==> src/rtl/flash_byte_fetch.sv <==
// Fetches one byte from a 32-bit Avalon-MM flash word per request.
// FLASH_WORD_CACHE_EN keeps the last word so forward/reverse steps reuse it.
module flash_byte_fetch #(
  parameter int ADDR_W         = 23,
  parameter int TIMEOUT_CYCLES = 1023
) (
  input  logic              clk,
  input  logic              reset,
  input  logic              req,
  input  logic [ADDR_W-1:0] req_word,
  input  logic [1:0]        req_byte,
  output logic              busy,
  output logic              byte_valid,
  output logic [7:0]        byte_data,
  output logic              fetch_error,
  output logic              flash_mem_read,
  output logic [ADDR_W-1:0] flash_mem_address,
  output logic [3:0]        flash_mem_byteenable,
  output logic [5:0]        flash_mem_burstcount,
  input  logic              flash_mem_waitrequest,
  input  logic [31:0]       flash_mem_readdata,
  input  logic              flash_mem_readdatavalid
);

  localparam int CNT_W = $clog2(TIMEOUT_CYCLES + 1);
  localparam logic [CNT_W-1:0] CNT_LAST = CNT_W'(TIMEOUT_CYCLES - 1);

  typedef enum logic [2:0] {
    IDLE,
    ISSUE,
    WAIT_DATA,
    HIT,
    DONE
  } state_t;

  state_t            state_q;
  state_t            state_d;
  logic [CNT_W-1:0]  cnt_q;
  logic [ADDR_W-1:0] addr_q;
  logic [1:0]        lane_q;
  logic [7:0]        data_q;
  logic              err_q;
  logic              start;
  logic              capture;
  logic              abort;
  logic              hit;

  function automatic logic [7:0] pick(
    input logic [31:0] w,
    input logic [1:0]  l
  );
    logic [7:0] b;
    case (l)
      2'd0:    b = w[7:0];
      2'd1:    b = w[15:8];
      2'd2:    b = w[23:16];
      default: b = w[31:24];
    endcase
    return b;
  endfunction

`ifdef FLASH_WORD_CACHE_EN
  logic [31:0]       cache_word;
  logic [ADDR_W-1:0] cache_addr;
  logic              cache_vld;

  assign hit = cache_vld && (req_word == cache_addr);

  always_ff @(posedge clk) begin
    if (reset) begin
      cache_word <= '0;
      cache_addr <= '0;
      cache_vld  <= 1'b0;
    end else if (capture) begin
      cache_word <= flash_mem_readdata;
      cache_addr <= addr_q;
      cache_vld  <= 1'b1;
    end else if (abort) begin
      cache_vld  <= 1'b0;
    end
  end
`else
  assign hit = 1'b0;
`endif

  always_comb begin
    state_d = state_q;
    start   = 1'b0;
    capture = 1'b0;
    abort   = 1'b0;
    case (state_q)
      IDLE: begin
        if (req) begin
          start   = 1'b1;
          state_d = hit ? HIT : ISSUE;
        end
      end
      ISSUE: begin
        if (!flash_mem_waitrequest) state_d = WAIT_DATA;
      end
      WAIT_DATA: begin
        // data arriving on the last allowed cycle still wins over the abort
        if (flash_mem_readdatavalid) begin
          capture = 1'b1;
          state_d = DONE;
        end else if (cnt_q == CNT_LAST) begin
          abort   = 1'b1;
          state_d = IDLE;
        end
      end
      HIT:     state_d = DONE;
      DONE:    state_d = IDLE;
      default: state_d = IDLE;
    endcase
  end

  always_ff @(posedge clk) begin
    if (reset) begin
      state_q <= IDLE;
      cnt_q   <= '0;
      addr_q  <= '0;
      lane_q  <= '0;
      data_q  <= 8'h00;
      err_q   <= 1'b0;
    end else begin
      state_q <= state_d;
      err_q   <= abort;
      if (state_q == WAIT_DATA) cnt_q <= cnt_q + 1'b1;
      else                      cnt_q <= '0;
      if (start) begin
        addr_q <= req_word;
        lane_q <= req_byte;
      end
      if (capture) data_q <= pick(flash_mem_readdata, lane_q);
`ifdef FLASH_WORD_CACHE_EN
      if (state_q == HIT) data_q <= pick(cache_word, lane_q);
`endif
    end
  end

  assign busy                 = (state_q != IDLE);
  assign byte_valid           = (state_q == DONE);
  assign byte_data            = data_q;
  assign fetch_error          = err_q;
  assign flash_mem_read       = (state_q == ISSUE);
  assign flash_mem_address    = addr_q;
  assign flash_mem_byteenable = 4'b1111;
  assign flash_mem_burstcount = 6'd1;

endmodule
==> config.mk <==
export PLATFORM = sky130hd
export DESIGN_NAME = flash_byte_fetch
export DESIGN_NICKNAME = d
export VERILOG_FILES = /design/src/rtl/flash_byte_fetch.sv
export SDC_FILE = /design/constraint.sdc
export NUM_CORES = 1
export LEC_CHECK = 0
export BUFFER_PORTS_ARGS = -buffer_cell sky130_fd_sc_hd__clkbuf_2
export CORE_ASPECT_RATIO = 1.1
export CORE_MARGIN = 1.5
export CORE_UTILIZATION = 40
export CTS_CLUSTER_SIZE = 25
export DETAILED_ROUTE_END_ITERATION = 7
export MAX_ROUTING_LAYER = met4
export PLACE_DENSITY = 0.7
export SETUP_SLACK_MARGIN = 0.15
export SLEW_MARGIN = 0
export SYNTH_ARGS = -nofsm -noshare
export SYNTH_HDL_FRONTEND = slang
export SYNTH_SLANG_ARGS = --single-unit
==> constraint.sdc <==
create_clock -name clk -period 2.3 [get_ports clk]
set_clock_uncertainty 0.15 [all_clocks]
set_input_delay 0.115 -clock clk [delete_from_list [all_inputs] [get_ports clk]]
set_output_delay 0.115 -clock clk [all_outputs]
set_load 0.03 [all_outputs]
======== Word-level counts from Yosys, hierarchy flattened ========
Cells that the tools add are included.
cells by class
  $add $sub $neg .......................... 1
  reductions and logical operators ........ 6
  mux-type cells .......................... 11
  equal/unequal tests ..................... 10
  bitwise logic cells ..................... 1
operator list
  operator               number
  $pmux 8 s3             1
  $mux 3                 4
  $pmux 3 s4             1
  $add 10x1->10 const B  1
  $eq 10x10->1 const B   1
  $eq 3x2->1 const B     2
  $mux 1                 5
  $ne 2x2->1 const B     2
  $eq 3x1->1 const B     1
  $eq 3x3->1 const B     1
  $logic_not 3->1        1
  $ne 3x3->1 const B     1
  $reduce_and 3->1       1
  $reduce_bool 3->1      1
  $reduce_or 3->1        1
  $eq 2x1->1 const B     1
  $eq 2x2->1 const B     1
  $logic_not 2->1        1
  $reduce_or 2->1        1
  $not 1->1              1
storage, ports and cells
  bits of input ports ..................... 62
  word-level logic and storage cells ...... 35
  output and inout port bits .............. 45
  register bits after elaboration ......... 47

======== Longest topological paths before layout ========
  depth after elaboration ................. 4
  depth in mapped cells ................... 6
  depth with buffers taken out ............ 5

======== Least setup slack after synthesis ========
No wires, ideal clock.
  path kind ............................... register to register
  start ................................... reg state_q[0]
  end ..................................... reg state_q[1]
  cell stages (with the launch flop) ...... 5
  path slack .............................. 608 ps
  data arrival time ....................... 1455 ps
  required time ........................... 2063 ps
  library setup time ...................... 87 ps
  clock period less this slack ............ 1692 ps
  path buffers ............................ 1
  path through ............................ dfxtp_1 buf_2 nor3b_1 nand2_1 o31ai_1
between the ends
  longest elaborated chain between the ends .. 3
  elaborated cells on any way between the ends .. 9
  those cells by class .................... 6 x eq/ne; 1 x mux; 2 x reduce/logical
ends and longest elaborated chain
  element                     line  source
  start, declared             36    state_t state_q;
  start signal, assigned      126   state_q <= state_d;
  $eq 3x1->1 *                --
  net flash_mem_read          16    output logic flash_mem_read,
  $ne 2x2->1 (no line)        --
  $reduce_and 3->1 (no line)  --
The timed path passes the listed nets; every way through them passes the cells marked *.
A chain may end at the register's enable or synchronous reset.

======== Worst setup path after layout ========
  start ................................... reg state_q[1]
  end ..................................... reg addr_q[20], in the netlist flash_mem_address[20]
between the ends
  longest elaborated chain between the ends .. 2
ends and longest elaborated chain
  element               line  source
  $logic_not 3->1       91    case (state_q)
  $mux 1                91
  end signal, assigned  131   addr_q <= req_word;
  end, declared         39    logic [ADDR_W-1:0] addr_q;
Every way passes these cells.

==> run metrics <==
Worst Hold Class=input port to flip-flop; busiest grt layer=met2; CTS tree=done; Total Routing Usage GR=18.9%; antenna cells=0; crit path kind=flip-flop to flip-flop; I/O pin cnt=107; core area=0.00497 mm^2; synthesized area per cell=9.29 um^2; clock root buffer=clkbuf_8; Die ar.=0.00552 mm^2; die width=71 um; GP Congestion=0.779; Buf/Inv on CP=1; Hold Fails Final Rpt=0; Commonest cells post-synth=54 x nand2_1, 47 x dfxtp_1, 31 x a21oi_1; DR vias=1926; Layout area overhead=41.3%; Die Y=77.8 um; Initial Util=41.0%; Tot Pwr=1760 uW; setup ws final=0.217 ns; Num CTS Buffers=5; DP Worst Slack=0.544 ns; Worst path slowest cell=or4b_4; top cell type's share of synthesized area=46.2%; nets=402; Leak=0.00127 uW; delay-heaviest family, CP=simple AND/OR/NAND/NOR gates; clk_lat worst skew=0.29 ns; Post-synth ARST share=0%; largest net degree at the start of global routing=26; Yosys cell types=31; Detail Placement HPWL=3330 um; VDD IR max=0.290 mV; Mapped Area=0.00203 mm^2; area leader, netlist=dfxtp_1; Synth Instances=219; ys flop type=dfxtp_1; FF+latch count, synth=47; setup TNS=0 ns; post-route clock period utilization=90.6%; Post-synth EDFFs=0; Site Rows=27; slew margin rel.=59.9%; routed len/inst=12.5 um; CTS H-Tree Depth=2; status=completed; post-synthesis sequential area ratio=46.2%; GR Util met2=33.6%; startpoint types=flip-flop; crit-path cells=or4b_4, nand2_1, a21oi_1, dlygate4sd3_1; FMAX=480 MHz; drt drc=0; top-count cell post-synth=nand2_1; Finish-stage setup viols=0; RSZ-0062 raised after global routing=no; global-route track usage on met1=20.1%; max cap viols=0; met3 Use GR=4.55%; Reg clk slew, reported paths=0.08 ns; via-per-instance ratio=4.85; crit path max fanout=13; vias in the first global route=1953; Clock Path Buffers=2; CTS Sinks=47; Worst Setup End Kind=flip-flop; Critical Path AT=2.12 ns; Routed WL=4980 um; Synth Warn #=0; router iterations before antenna repair=4; Worst Tran Pin Value=0.602 ns; ANT nets after route=0; PD cells=612 mW/mm^2; CP required=2.34 ns; 1st-iter DRT viols=76; first-pass GRT wire length=8140 um; CP peak stage delay=0.69 ns; Port-buffer cells=96; initial antenna violation count=0; Post-CTS Setup Bufs=0; share of cells above drive strength 1=34.8%; top cells by area, synth=dfxtp_1 46%, nand2_1 10%, mux4_2 8.9%; post-CTS sizing=0; minimum clock period=2.08 ns; grt ovf=0; Max Transition Viols Final=0
==> metal layers <==
layer / up-vias / part of all wire [%]
met2: 60 / 50
met3: 4 / 5.4
met4: 0 / 1.1
met1: 882 / 43
li1: 980 / -
met5: - / 0
==> metrics by stage <==
| step | hold WS [ns] | area, um^2 | instances | util [%] |
|---|---|---|---|---|
| after global placement | 0.189 | 2470 | 359 | 49.7 |
| after CTS | 0.00125 | 2860 | 396 | 57.7 |
| after detailed placement | 0.192 | 2470 | 359 | 49.7 |
| after global routing | 0.0365 | 2870 | 397 | 57.9 |
| after floorplan | 0.0411 | 2060 | 227 | - |
| final | 0.0115 | 2870 | 397 | 57.9 |
==> placed cells by master (no fill, tap or decap), types with 3 or more instances in the layout <==
master          n
clkbuf_2       96
nand2_1        54
dfxtp_1        47
a21oi_1        31
dlygate4sd3_1  29
conb_1         10
mux4_2          8
a22o_1          8
nor2_1          7
clkbuf_8        7
nor3b_1         4
or3_1           4
nand3_1         4
o31ai_1         3
o21ai_0         3
buf_4           3
==> layout make-up <==
cell class / instances / area, um^2
Multi-Input combinational cell: 154 / 956
Inverter: 2 / 7.51
Timing Repair Buffer: 128 / 793
Clock inverter: 1 / 7.51
Fill cell: 459 / 2090
Tap cell: 58 / 72.6
Clock buffer: 7 / 96.3
Sequential cell: 47 / 941
==> registers in the layout (all words and copies together), names as in the netlist <==
register and flops:
flash_mem_address 23, byte_data 8, cnt_q 10, lane_q 2, fetch_error 1, state_q 3
==> cell families (layout without fill, tap and decap cells) <==
family,after synthesis,after routing,share of synthesized area (%)
adders and majority gates,2,2,1.23
DFF,47,47,46.2
buffers and inverters,27,138,8.73
and+or+nand+nor,84,85,19.9
AOI/OAI and AO/OA,45,45,12.9
other,2,10,0.369
xor gates and xnor gates,3,3,1.29
muxes,9,9,9.35
==> final timing paths <==
check,startpoint,slack [ns],cells after the start,to
hold / removal,reset,0.01,2,flash_mem_address[0]
setup / recovery,state_q[1],0.22,4,flash_mem_address[20]
setup reg to reg,state_q[1],0.22,4,flash_mem_address[20]
hold reg to reg,flash_mem_address[10],0.31,2,flash_mem_address[10]
==> where the power goes <==
group / switching (uW) / total (uW) / leakage, uW / internal (uW)
clock: 265 / 539 / 0.0000505 / 273
sequential: 29.8 / 878 / 0.000383 / 848
combinational: 192 / 343 / 0.000839 / 152
total: 487 / 1760 / 0.00127 / 1270
==> timing repair <==
item | in CTS | in global routing
endpoints found under the hold margin | 28 | 0
setup endpoints to repair | 0 | 1
hold buffers | 29 | 0
Power figures use the tool's default switching activity.
